`src/rtl/dequantize_unpack.sv`:
```
// Unpacks a 32-bit word of four signed int8 lanes into four sequential beats,
// each sign-extended and left-shifted by a per-layer dequantization amount.
module dequantize_unpack #(
    parameter int unsigned FC1_SHIFT = 6,
    parameter int unsigned FC2_SHIFT = 5
) (
    input  logic        clk,
    input  logic        srstn,
    input  logic        fc_state,
    input  logic        in_valid,
    output logic        in_ready,
    input  logic [31:0] in_data,
    output logic        out_valid,
    input  logic        out_ready,
    output logic [31:0] out_data,
    output logic        out_last
);

    typedef enum logic [0:0] {StIdle, StBusy} state_e;

    state_e      state_q, state_d;
    logic [1:0]  lane_q, lane_d;
    logic [31:0] word_q, word_d;
    logic        fc_q, fc_d;
    logic [31:0] out_data_q, out_data_d;
    logic        out_last_q, out_last_d;

    logic        in_xfer;
    logic        out_xfer;
    logic [7:0]  lane_byte;
    logic [31:0] lane_ext;

    assign out_valid = (state_q == StBusy);
    assign in_ready  = (state_q == StIdle) || ((lane_q == 2'd3) && out_ready);
    assign in_xfer   = in_valid && in_ready;
    assign out_xfer  = out_valid && out_ready;
    assign out_data  = out_data_q;
    assign out_last  = out_last_q;

    always_comb begin
        state_d = state_q;
        lane_d  = lane_q;
        word_d  = word_q;
        fc_d    = fc_q;
        if (in_xfer) begin
            // Covers both the idle load and the no-bubble hand-over at lane 3.
            state_d = StBusy;
            lane_d  = 2'd0;
            word_d  = in_data;
            fc_d    = fc_state;
        end else if (out_xfer) begin
            if (lane_q == 2'd3) begin
                state_d = StIdle;
                lane_d  = 2'd0;
            end else begin
                lane_d = lane_q + 2'd1;
            end
        end
    end

    // Outputs are precomputed from next-state so they leave the block registered.
    always_comb begin
        lane_byte = 8'h00;
        unique case (lane_d)
            2'd0: lane_byte = word_d[7:0];
            2'd1: lane_byte = word_d[15:8];
            2'd2: lane_byte = word_d[23:16];
            2'd3: lane_byte = word_d[31:24];
            default: lane_byte = 8'h00;
        endcase
        lane_ext   = {{24{lane_byte[7]}}, lane_byte};
        out_data_d = 32'h0;
        out_last_d = 1'b0;
        if (state_d == StBusy) begin
            out_data_d = fc_d ? (lane_ext << FC2_SHIFT) : (lane_ext << FC1_SHIFT);
            out_last_d = (lane_d == 2'd3);
        end
    end

    always_ff @(posedge clk or negedge srstn) begin
        if (!srstn) begin
            state_q    <= StIdle;
            lane_q     <= 2'd0;
            word_q     <= 32'h0;
            fc_q       <= 1'b0;
            out_data_q <= 32'h0;
            out_last_q <= 1'b0;
        end else begin
            state_q    <= state_d;
            lane_q     <= lane_d;
            word_q     <= word_d;
            fc_q       <= fc_d;
            out_data_q <= out_data_d;
            out_last_q <= out_last_d;
        end
    end

endmodule

```
`config.mk`:
```
export PLATFORM = sky130hd
export DESIGN_NAME = dequantize_unpack
export DESIGN_NICKNAME = d
export VERILOG_FILES = /design/src/rtl/dequantize_unpack.sv
export SDC_FILE = /design/constraint.sdc
export NUM_CORES = 1
export LEC_CHECK = 0
export BUFFER_PORTS_ARGS = -buffer_cell sky130_fd_sc_hd__buf_2
export CORE_ASPECT_RATIO = 1.25
export CORE_MARGIN = 3
export CORE_UTILIZATION = 35
export CTS_CLUSTER_DIAMETER = 80
export DETAILED_ROUTE_END_ITERATION = 8
export SETUP_SLACK_MARGIN = 0.05
export SYNTH_ARGS = -nofsm -noshare
export SYNTH_HDL_FRONTEND = slang
export SYNTH_SLANG_ARGS = --single-unit
```
`constraint.sdc`:
```
create_clock -name clk -period 5.15 [get_ports clk]
set_clock_uncertainty 0.2 [all_clocks]
set_input_delay 1.03 -clock clk [delete_from_list [all_inputs] [get_ports clk]]
set_output_delay 1.03 -clock clk [all_outputs]
set_load 0.02 [all_outputs]
```
==> results.yml, run 1 <==
sta:
  relSlewSlack: 0.326
  tightest_slew_ps: 1010
  slew_violations: 0
  finalHoldViolCount: 0
  fin_crit_sh: 0.577
  rsz0062_at_grt: "no"
  timing.final.crit_period_ps: 2970
  fin_tns_setup_ps: 0
  finalSetupViolCount: 0
  whs_ps: 303
  fmax_mhz: 336
yosys:
  synth-async-reset-ratio: 1.00
  syn_avg_cell_area_um2: 10.8
  ys_seq_area_frac: 0.457
  ys.warnings.count: 0
  synth_top_area_share: 0.457
  ys_top_cells_by_count: "46 x dfrtp_1, 24 x buf_4, 23 x mux2_2"
  yosysTopAreaCell: "dfrtp_1"
  synthCells: 234
  syn_area_um2: 2520
  synth_seq_cells: 46
  synth_most_common_cell: "dfrtp_1"
  synth_cell_types: 49
  synthTopCellsByArea: "dfrtp_1 46%, mux2_2 10%, buf_4 7.2%"
  ys.flop_type: "dfrtp_1"
  synth_edf_count: 0
worst_setup_path:
  path_class: "input pin to output pin"
  path_buf_inv: 3
  critPathTopFamily: "buffers and inverters"
  arrival_ps: 1740
  cp_slowest_cell: "a21boi_2"
  cp.required_ps: 3920
  crit_fanout: 12
  crit_path_frequent_cell: "buf_2"
  slowest_delay_ps: 270
  crit_path_end_kind: "output pin"
  critPathLaunchType: "input pin"
  worstPathCellList: "buf_2 -> a21boi_2 -> inv_4 -> buf_2"
clocking:
  cts_resized: 0
  cts.sinks: 46
  clk_pin_slew_ps: 80
  clockBufferDepth: 2
  cts_setup_buffers: 0
  clock-root-buffer: "clkbuf_8"
  cts_tree: "built"
  htree_levels: 2
  insertion_delay_ps: 300
  cts_hold_repair.buffers: 0
  cts_made_buffers: 5
grt:
  grt_remaining_overflow: 0
  grt_max_degree: 47
  grt_pass1_vias: 1705
  grt_util_all_layers: 0.138
  antenna_found_initial: 0
  grt_pass1_wl_um: 8660
run_status:
  status: "finished clean"
detailed_routing:
  drc_errors: 0
  first_pass_iters: 4
  initialDrtViolationCount: 100
  wl_per_cell_um: 14.9
  vias_per_cell: 5.05
  postRouteAntennaNets: 0
  num_vias: 1860
  wirelength_um: 5470
cells_and_area:
  area_growth_pct: 13.5
  final_nets: 318
  final_layout_size_suffix_gt1_frac: 0.384
  antenna-diode-count: 0
die:
  die-area_um2: 8250
  initial_core_util: 0.372
  ioPinCount: 72
  die_y_um: 101
  rows: 33
  core_um2: 6770
  die_w_um: 81.9
job:
  drv_cap: 0
power:
  power.share.clock: 0.137
  p_int_mw: 1.11
  power.share.switching: 0.421
  leakagePower_nw: 1.42
  power_switching_mw: 0.809
  ir_drop_mv: 0.254
  powerDensity_nw_per_um2: 672
  p_seq_frac: 0.327
  power_frac_comb: 0.536
place:
  port_buffers: 66
  gp_congestion: 0.792
  dpl.hpwl_um: 4190
hold_path:
  hp-class: "register to register"
[through the flow]
| stage | setup WS (ps) | power [mW] | instances | instance area (um^2) | utilization |
|---|---|---|---|---|---|
| after floorplan | 2460 | 1.49 | 238 | 2530 | - |
| after global placement | 1960 | 1.65 | 360 | 2750 | 0.406 |
| final | 2180 | 1.92 | 368 | 2860 | 0.422 |
| after CTS | 2180 | 1.94 | 368 | 2860 | 0.422 |
| after detailed placement | 1890 | 1.67 | 360 | 2750 | 0.406 |
| after global routing | 2060 | 2.07 | 368 | 2860 | 0.422 |
[worst reg2reg max path, cell delays in order, from the launching register on]
cell and delay (ps):
dfrtp_1 460, ha_1 310, a21boi_2 270, inv_4 100, nand2_4 340, mux2_2 410, a222oi_1 390, o32ai_1 150
[area by class of cell]
type	instances	area (um^2)
Tap cell	87	109
Fill cell	679	3920
Clock buffer	7	76.3
Inverter	16	62.6
Timing Repair Buffer	66	330
Sequential cell	46	1150
Multi-Input combinational cell	145	1100
Clock inverter	1	30.0
[sequential cells by signal, indices dropped and copies added, names as in the netlist]
signal and cells:
out_last 1, out_valid 1, fc_q 1, out_data 9
lane_q 2, word_q 32
[cell families after synthesis]
logic type | after synthesis | share of synthesized area
buf+inv | 47 | 0.113
compound gates | 60 | 0.171
flops | 46 | 0.457
mux | 34 | 0.160
simple gates | 45 | 0.0920
fa+ha+maj | 1 | 0.00497
other cells | 1 | 0.00149
[metal layers]
metal,track usage,wire length (um)
met4,0.0588,136
met2,0.217,2580
met5,0,0
met3,0.0358,348
met1,0.179,2400
[power by group through the flow]
stage	sequential (mW)	clock (mW)	combinational, mW
4_1_cts	0.631	0.268	1.04
3_5_place_dp	0.638	0	1.03
6_report	0.628	0.263	1.03
3_3_place_gp	0.631	0	1.02
5_1_grt	0.652	0.287	1.13
2_1_floorplan	0.653	0	0.835
[path summary, 6_finish.rpt]
kind	start	endpoint	slack [ps]	cells past startpoint
worst max-delay path	out_ready	in_ready	2180	4
worst min register to register	word_q[30]$_DFF_PN0_	word_q[30]$_DFF_PN0_	300	1
worst max register to register	lane_q[0]$_DFF_PN0_	out_data[11]$_DFF_PN0_	2380	7
min in group asynchronous	srstn	word_q[15]$_DFF_PN0_	690	1
max in group asynchronous	srstn	out_data[11]$_DFF_PN0_	3420	1
worst min-delay path	word_q[30]$_DFF_PN0_	word_q[30]$_DFF_PN0_	300	1
[layout by cell type, fill, tap and decap left out, types with 3 or more instances in the layout]
| cell type | count |
|---|---|
| buf_2 | 66 |
| dfrtp_1 | 46 |
| mux2_2 | 23 |
| inv_1 | 15 |
| nand3_1 | 13 |
| a21oi_1 | 13 |
| o21ai_0 | 12 |
| nand2_1 | 12 |
| mux2i_1 | 7 |
| and2_1 | 5 |
| o22ai_1 | 5 |
| conb_1 | 5 |
| clkbuf_8 | 5 |
| o221ai_1 | 3 |
| o21a_1 | 3 |
| nand2b_1 | 3 |
| nor2_1 | 3 |
| a22oi_1 | 3 |
No activity file was read; power rests on OpenSTA's default activity.
==> run 2: changes to the inputs <==
==> constraint.sdc (replaced) <==
create_clock -name clk -period 2.7 [get_ports clk]
set_clock_uncertainty 0.2 [all_clocks]
set_input_delay 0.54 -clock clk [delete_from_list [all_inputs] [get_ports clk]]
set_output_delay 0.54 -clock clk [all_outputs]
set_load 0.02 [all_outputs]
==> run 2 against run 1 <==
- the run now ends with hold timing left
- register-to-register slack worse by 2100 ps
- wire length is 2.3% higher
- non-clock buffer count is 7 higher
- count of clock-buffer cells in the layout is 2 lower
- combinational power is 100% higher
- clock power is 61% higher
- sequential share of layout area is 1.2 points lower
- die area stayed put
- critical endpoint is now out_data[11]$_DFF_PN0_
==> results.yml, run 2 (synthesis results as in run 1) <==
sta:
  relSlewSlack: 0.588
  whs_ps: -8.98
  timing.final.crit_period_ps: 2420
  tightest_slew_ps: 603
  fin_crit_sh: 0.895
  slew_violations: 0
  fin_tns_setup_ps: 0
  finalSetupViolCount: 0
  finalHoldViolCount: 12
  fmax_mhz: 414
  rsz0062_at_grt: "no"
power:
  p_int_mw: 2.10
  p_seq_frac: 0.318
  power.share.switching: 0.433
  powerDensity_nw_per_um2: 1260
  leakagePower_nw: 1.46
  power_switching_mw: 1.60
  ir_drop_mv: 0.465
  power.share.clock: 0.114
  power_frac_comb: 0.568
cells_and_area:
  largest_reg_flops: 32
  fillers: 681
  seq_area_um2: 1150
  final_nets: 325
  final_cells: 375
  area_growth_pct: 16.9
  multiInputGateArea_um2: 1120
  top_register: "word_q"
  final_cell_mix: "66 x buf_2, 46 x dfrtp_1, 23 x mux2_2"
  antenna-diode-count: 0
  final_layout_size_suffix_gt1_frac: 0.406
  final_area_um2: 2940
  mostFrequentLayoutCell: "buf_2"
detailed_routing:
  postRouteAntennaNets: 0
  first_pass_iters: 4
  vias_per_cell: 5.05
  num_vias: 1894
  wirelength_um: 5590
  initialDrtViolationCount: 85
  drc_errors: 0
  wl_per_cell_um: 14.9
worst_setup_path:
  reg2reg_to: "out_data[11]$_DFF_PN0_"
  rrSetupSlack_ps: 280
  r2r-start: "lane_q[1]$_DFF_PN0_"
  path_class: "register to register"
  critPathLaunchType: "register"
  crit_path_end_kind: "register"
  r2r_cells: 7
  setup.worst_path.start: "lane_q[1]$_DFF_PN0_"
  crit_fanout: 12
  cp.required_ps: 2680
  arrival_ps: 2390
  cp-endpoint: "out_data[11]$_DFF_PN0_"
run_status:
  status: "finished, violations left"
  failed_checks: "hold timing"
grt:
  met3_usage: 0.0277
  grt_remaining_overflow: 0
  grtUsageMet2: 0.224
  grt_pass1_vias: 1856
  grt_max_degree: 47
  grt_util_all_layers: 0.144
  antenna_found_initial: 0
  busiest_layer: "met2"
  grt_pass1_wl_um: 9070
  use_met1: 0.190
clocking:
  clockBufferDepth: 2
  insertion_delay_ps: 310
  cts_tree: "built"
  cts_resized: 0
  cts.sinks: 46
  cts_hold_repair.buffers: 0
  htree_levels: 2
  clk_pin_slew_ps: 90
  cts_setup_buffers: 0
  cts_made_buffers: 5
  clock-root-buffer: "clkbuf_8"
place:
  gp_congestion: 0.858
  placedInstanceArea_um2: 2830
  port_buffers: 66
  dpl.hpwl_um: 4300
  place_inst: 367
hold_path:
  hp-class: "input pin to asynchronous set/reset pin"
job:
  drv_cap: 0
die:
  die-area_um2: 8250
  rows: 33
  die_y_um: 101
  core_um2: 6770
  die_w_um: 81.9
  ioPinCount: 72
  initial_core_util: 0.372
## run 2: worst min path at each step
stage / startpoint / endpoint / slack, ps / cells past startpoint
2_1_floorplan: srstn / fc_q$_DFF_PN0_ / 40 / 0
3_3_place_gp: word_q[21]$_DFF_PN0_ / word_q[21]$_DFF_PN0_ / 280 / 1
3_5_place_dp: word_q[21]$_DFF_PN0_ / word_q[21]$_DFF_PN0_ / 280 / 1
4_1_cts: srstn / word_q[22]$_DFF_PN0_ / 5 / 2
5_1_grt: srstn / word_q[22]$_DFF_PN0_ / 20 / 2
6_report: srstn / word_q[22]$_DFF_PN0_ / -9 / 2
## run 2: area by class of cell
type	count	area share
flip-flops and latches	46	0.391
multi-input cells	145	0.381
repair buffers	73	0.139
inverters	16	0.0213
clock buffers	5	0.0234
well taps	87	0.0370
clock inverters	3	0.00723
## run 2: metal layers
layer,vias to the layer above,routed length [um]
li1,920,-
met1,905,2450
met2,59,2660
met3,10,315
met4,0,163
met5,-,0
## run 2: critical path: stages (launching register included)
cell      delay [ps]
dfrtp_1          430
ha_1             290
a21boi_4         220
inv_4            100
nand2_8          150
mux2_2           360
a222oi_1         380
o32ai_1          150
## run 2: per-stage QoR
| stage | total power, mW | utilization | worst slack, ps |
|---|---|---|---|
| 2_1_floorplan | 2.84 | - | 335 |
| 3_3_place_gp | 3.25 | 0.418 | 184 |
| 3_5_place_dp | 3.27 | 0.418 | 133 |
| 4_1_cts | 3.70 | 0.431 | 157 |
| 5_1_grt | 3.98 | 0.435 | 84.6 |
| 6_report | 3.70 | 0.435 | 283 |
## run 2: power by group through the flow
| stage | combinational (mW) | clock, mW | sequential (mW) |
|---|---|---|---|
| floorplan | 1.59 | 0 | 1.25 |
| global placement | 2.06 | 0 | 1.19 |
| detailed placement | 2.08 | 0 | 1.19 |
| CTS | 2.08 | 0.440 | 1.18 |
| global route | 2.31 | 0.456 | 1.22 |
| finish | 2.10 | 0.424 | 1.18 |
==> run 3: changes to the inputs <==
--- a/config.mk
+++ b/config.mk
@@ -11,6 +11,7 @@
 export CORE_UTILIZATION = 35
 export CTS_CLUSTER_DIAMETER = 80
 export DETAILED_ROUTE_END_ITERATION = 8
+export REMOVE_ABC_BUFFERS = 1
 export SETUP_SLACK_MARGIN = 0.05
 export SYNTH_ARGS = -nofsm -noshare
 export SYNTH_HDL_FRONTEND = slang
==> run 3 against run 2 <==
- the run now ends clean
- wire length increased by 2.1%
- power increased by 1.1%
- flip-flop and latch count unchanged
- sequential share of layout area about the same
- cell area increased by 0.13%
- maximum frequency decreased by 4.2%
- count of clock-buffer cells in the layout is 1 higher
- hold slack improved by 110 ps
- combinational power about the same
- critical endpoint unchanged
==> results.yml, run 3 (synthesis results as in run 1) <==
die:
  core_um2: 6770
  ioPinCount: 72
  die_y_um: 101
  initial_core_util: 0.372
  die_w_um: 81.9
  die-area_um2: 8250
  rows: 33
cells_and_area:
  final_layout_size_suffix_gt1_frac: 0.421
  final_area_um2: 2950
  top_register: "word_q"
  final_nets: 329
  area_growth_pct: 17.0
  final_cell_mix: "66 x buf_2, 46 x dfrtp_1, 23 x mux2_2"
  mostFrequentLayoutCell: "buf_2"
  antenna-diode-count: 0
  largest_reg_flops: 32
clocking:
  clk_pin_slew_ps: 90
  clock-root-buffer: "clkbuf_8"
  htree_levels: 2
  insertion_delay_ps: 310
  cts_setup_buffers: 0
  cts.sinks: 46
  cts_made_buffers: 5
  clockBufferDepth: 2
  cts_tree: "built"
run_status:
  status: "finished clean"
worst_setup_path:
  cp_slowest_cell: "dfrtp_1"
  critPathTopFamily: "compound AO/OA/AOI/OAI gates"
  cp.required_ps: 2680
  path_class: "register to register"
  crit_fanout: 13
  critPathLaunchType: "register"
  worstPathCellList: "ha_1 -> a21boi_4 -> inv_4 -> nand2_4 -> mux2_2 -> a222oi_1 -> o32ai_1"
  path_buf_inv: 1
  slowest_delay_ps: 430
  arrival_ps: 2500
  crit_path_end_kind: "register"
detailed_routing:
  first_pass_iters: 4
  initialDrtViolationCount: 88
  wl_per_cell_um: 15.1
  vias_per_cell: 5.06
  num_vias: 1918
  drc_errors: 0
  wirelength_um: 5710
  postRouteAntennaNets: 0
power:
  leakagePower_nw: 1.46
  power_mw: 3.74
  powerDensity_nw_per_um2: 1270
  ir_drop_mv: 0.422
place:
  dpl.hpwl_um: 4390
  port_buffers: 66
  gp_congestion: 0.808
  placedInstanceArea_um2: 2830
grt:
  grt_pass1_wl_um: 9430
  grt_max_degree: 47
  grt_remaining_overflow: 0
  antenna_found_initial: 0
  grt_util_all_layers: 0.150
  grt_pass1_vias: 1909
sta:
  finalSetupViolCount: 0
  fin_tns_setup_ps: 0
  finalHoldViolCount: 0
  tightest_slew_ps: 612
  rsz0062_at_grt: "no"
  timing.final.crit_period_ps: 2520
  slew_violations: 0
  relSlewSlack: 0.588
  fmax_mhz: 396
  fin_crit_sh: 0.934
job:
  drv_cap: 0
hold_path:
  hp-class: "input pin to asynchronous set/reset pin"
## run 3: cell count changes in the layout (fill, tap and decap cells not counted), sizes merged
cell	delta
inv	+1
clkinv	-2
buf	+4
clkbuf	+1
## run 3: path summary, 6_finish.rpt
kind	cells after the start	startpoint	endpoint	slack [ps]
max	7	lane_q[1]$_DFF_PN0_	out_data[11]$_DFF_PN0_	180
min	2	srstn	out_last$_DFF_PN0_	100
max reg2reg	7	lane_q[1]$_DFF_PN0_	out_data[11]$_DFF_PN0_	180
min reg2reg	1	word_q[21]$_DFF_PN0_	word_q[21]$_DFF_PN0_	300
max in group asynchronous	2	srstn	word_q[21]$_DFF_PN0_	1790
min in group clk	2	in_data[11]	word_q[11]$_DFF_PN0_	260
## run 3: timing repair
action                                 4_1_cts  5_1_grt
hold buffers                                 0        0
resized for setup                            0        3
setup endpoints to repair                    0        6
endpoints found under the hold margin        0        0
## run 3: power breakdown
| group | total [mW] | switching (mW) | internal [mW] |
|---|---|---|---|
| sequential | 1.18 | 0.161 | 1.02 |
| clock | 0.462 | 0.251 | 0.211 |
| combinational | 2.10 | 1.20 | 0.899 |
## run 3: per-stage QoR
stage	hold slack [ps]	utilization	setup slack (ps)	std cells
final	97.4	0.435	178	379
after global routing	154	0.435	63.8	379
after CTS	131	0.433	116	379
after detailed placement	283	0.418	70.3	371
after global placement	280	0.418	171	371
after floorplan	44.4	-	-591	207
## run 3: routing by layer
metal,track usage,routed length [um],vias to the layer above
li1,-,-,928
met1,0.196,2480,933
met2,0.246,2880,50
met3,0.0286,270,7
met4,0.0524,85,0
met5,0,0,-
## run 3: final cells by class
class                   count  area [um^2]
repair buffers             77          413
well taps                  87          109
multi-input cells         145         1110
flip-flops and latches     46         1150
inverters                  16         62.6
fillers                   678         3820
clock buffers               6         82.6
clock inverters             2         16.3
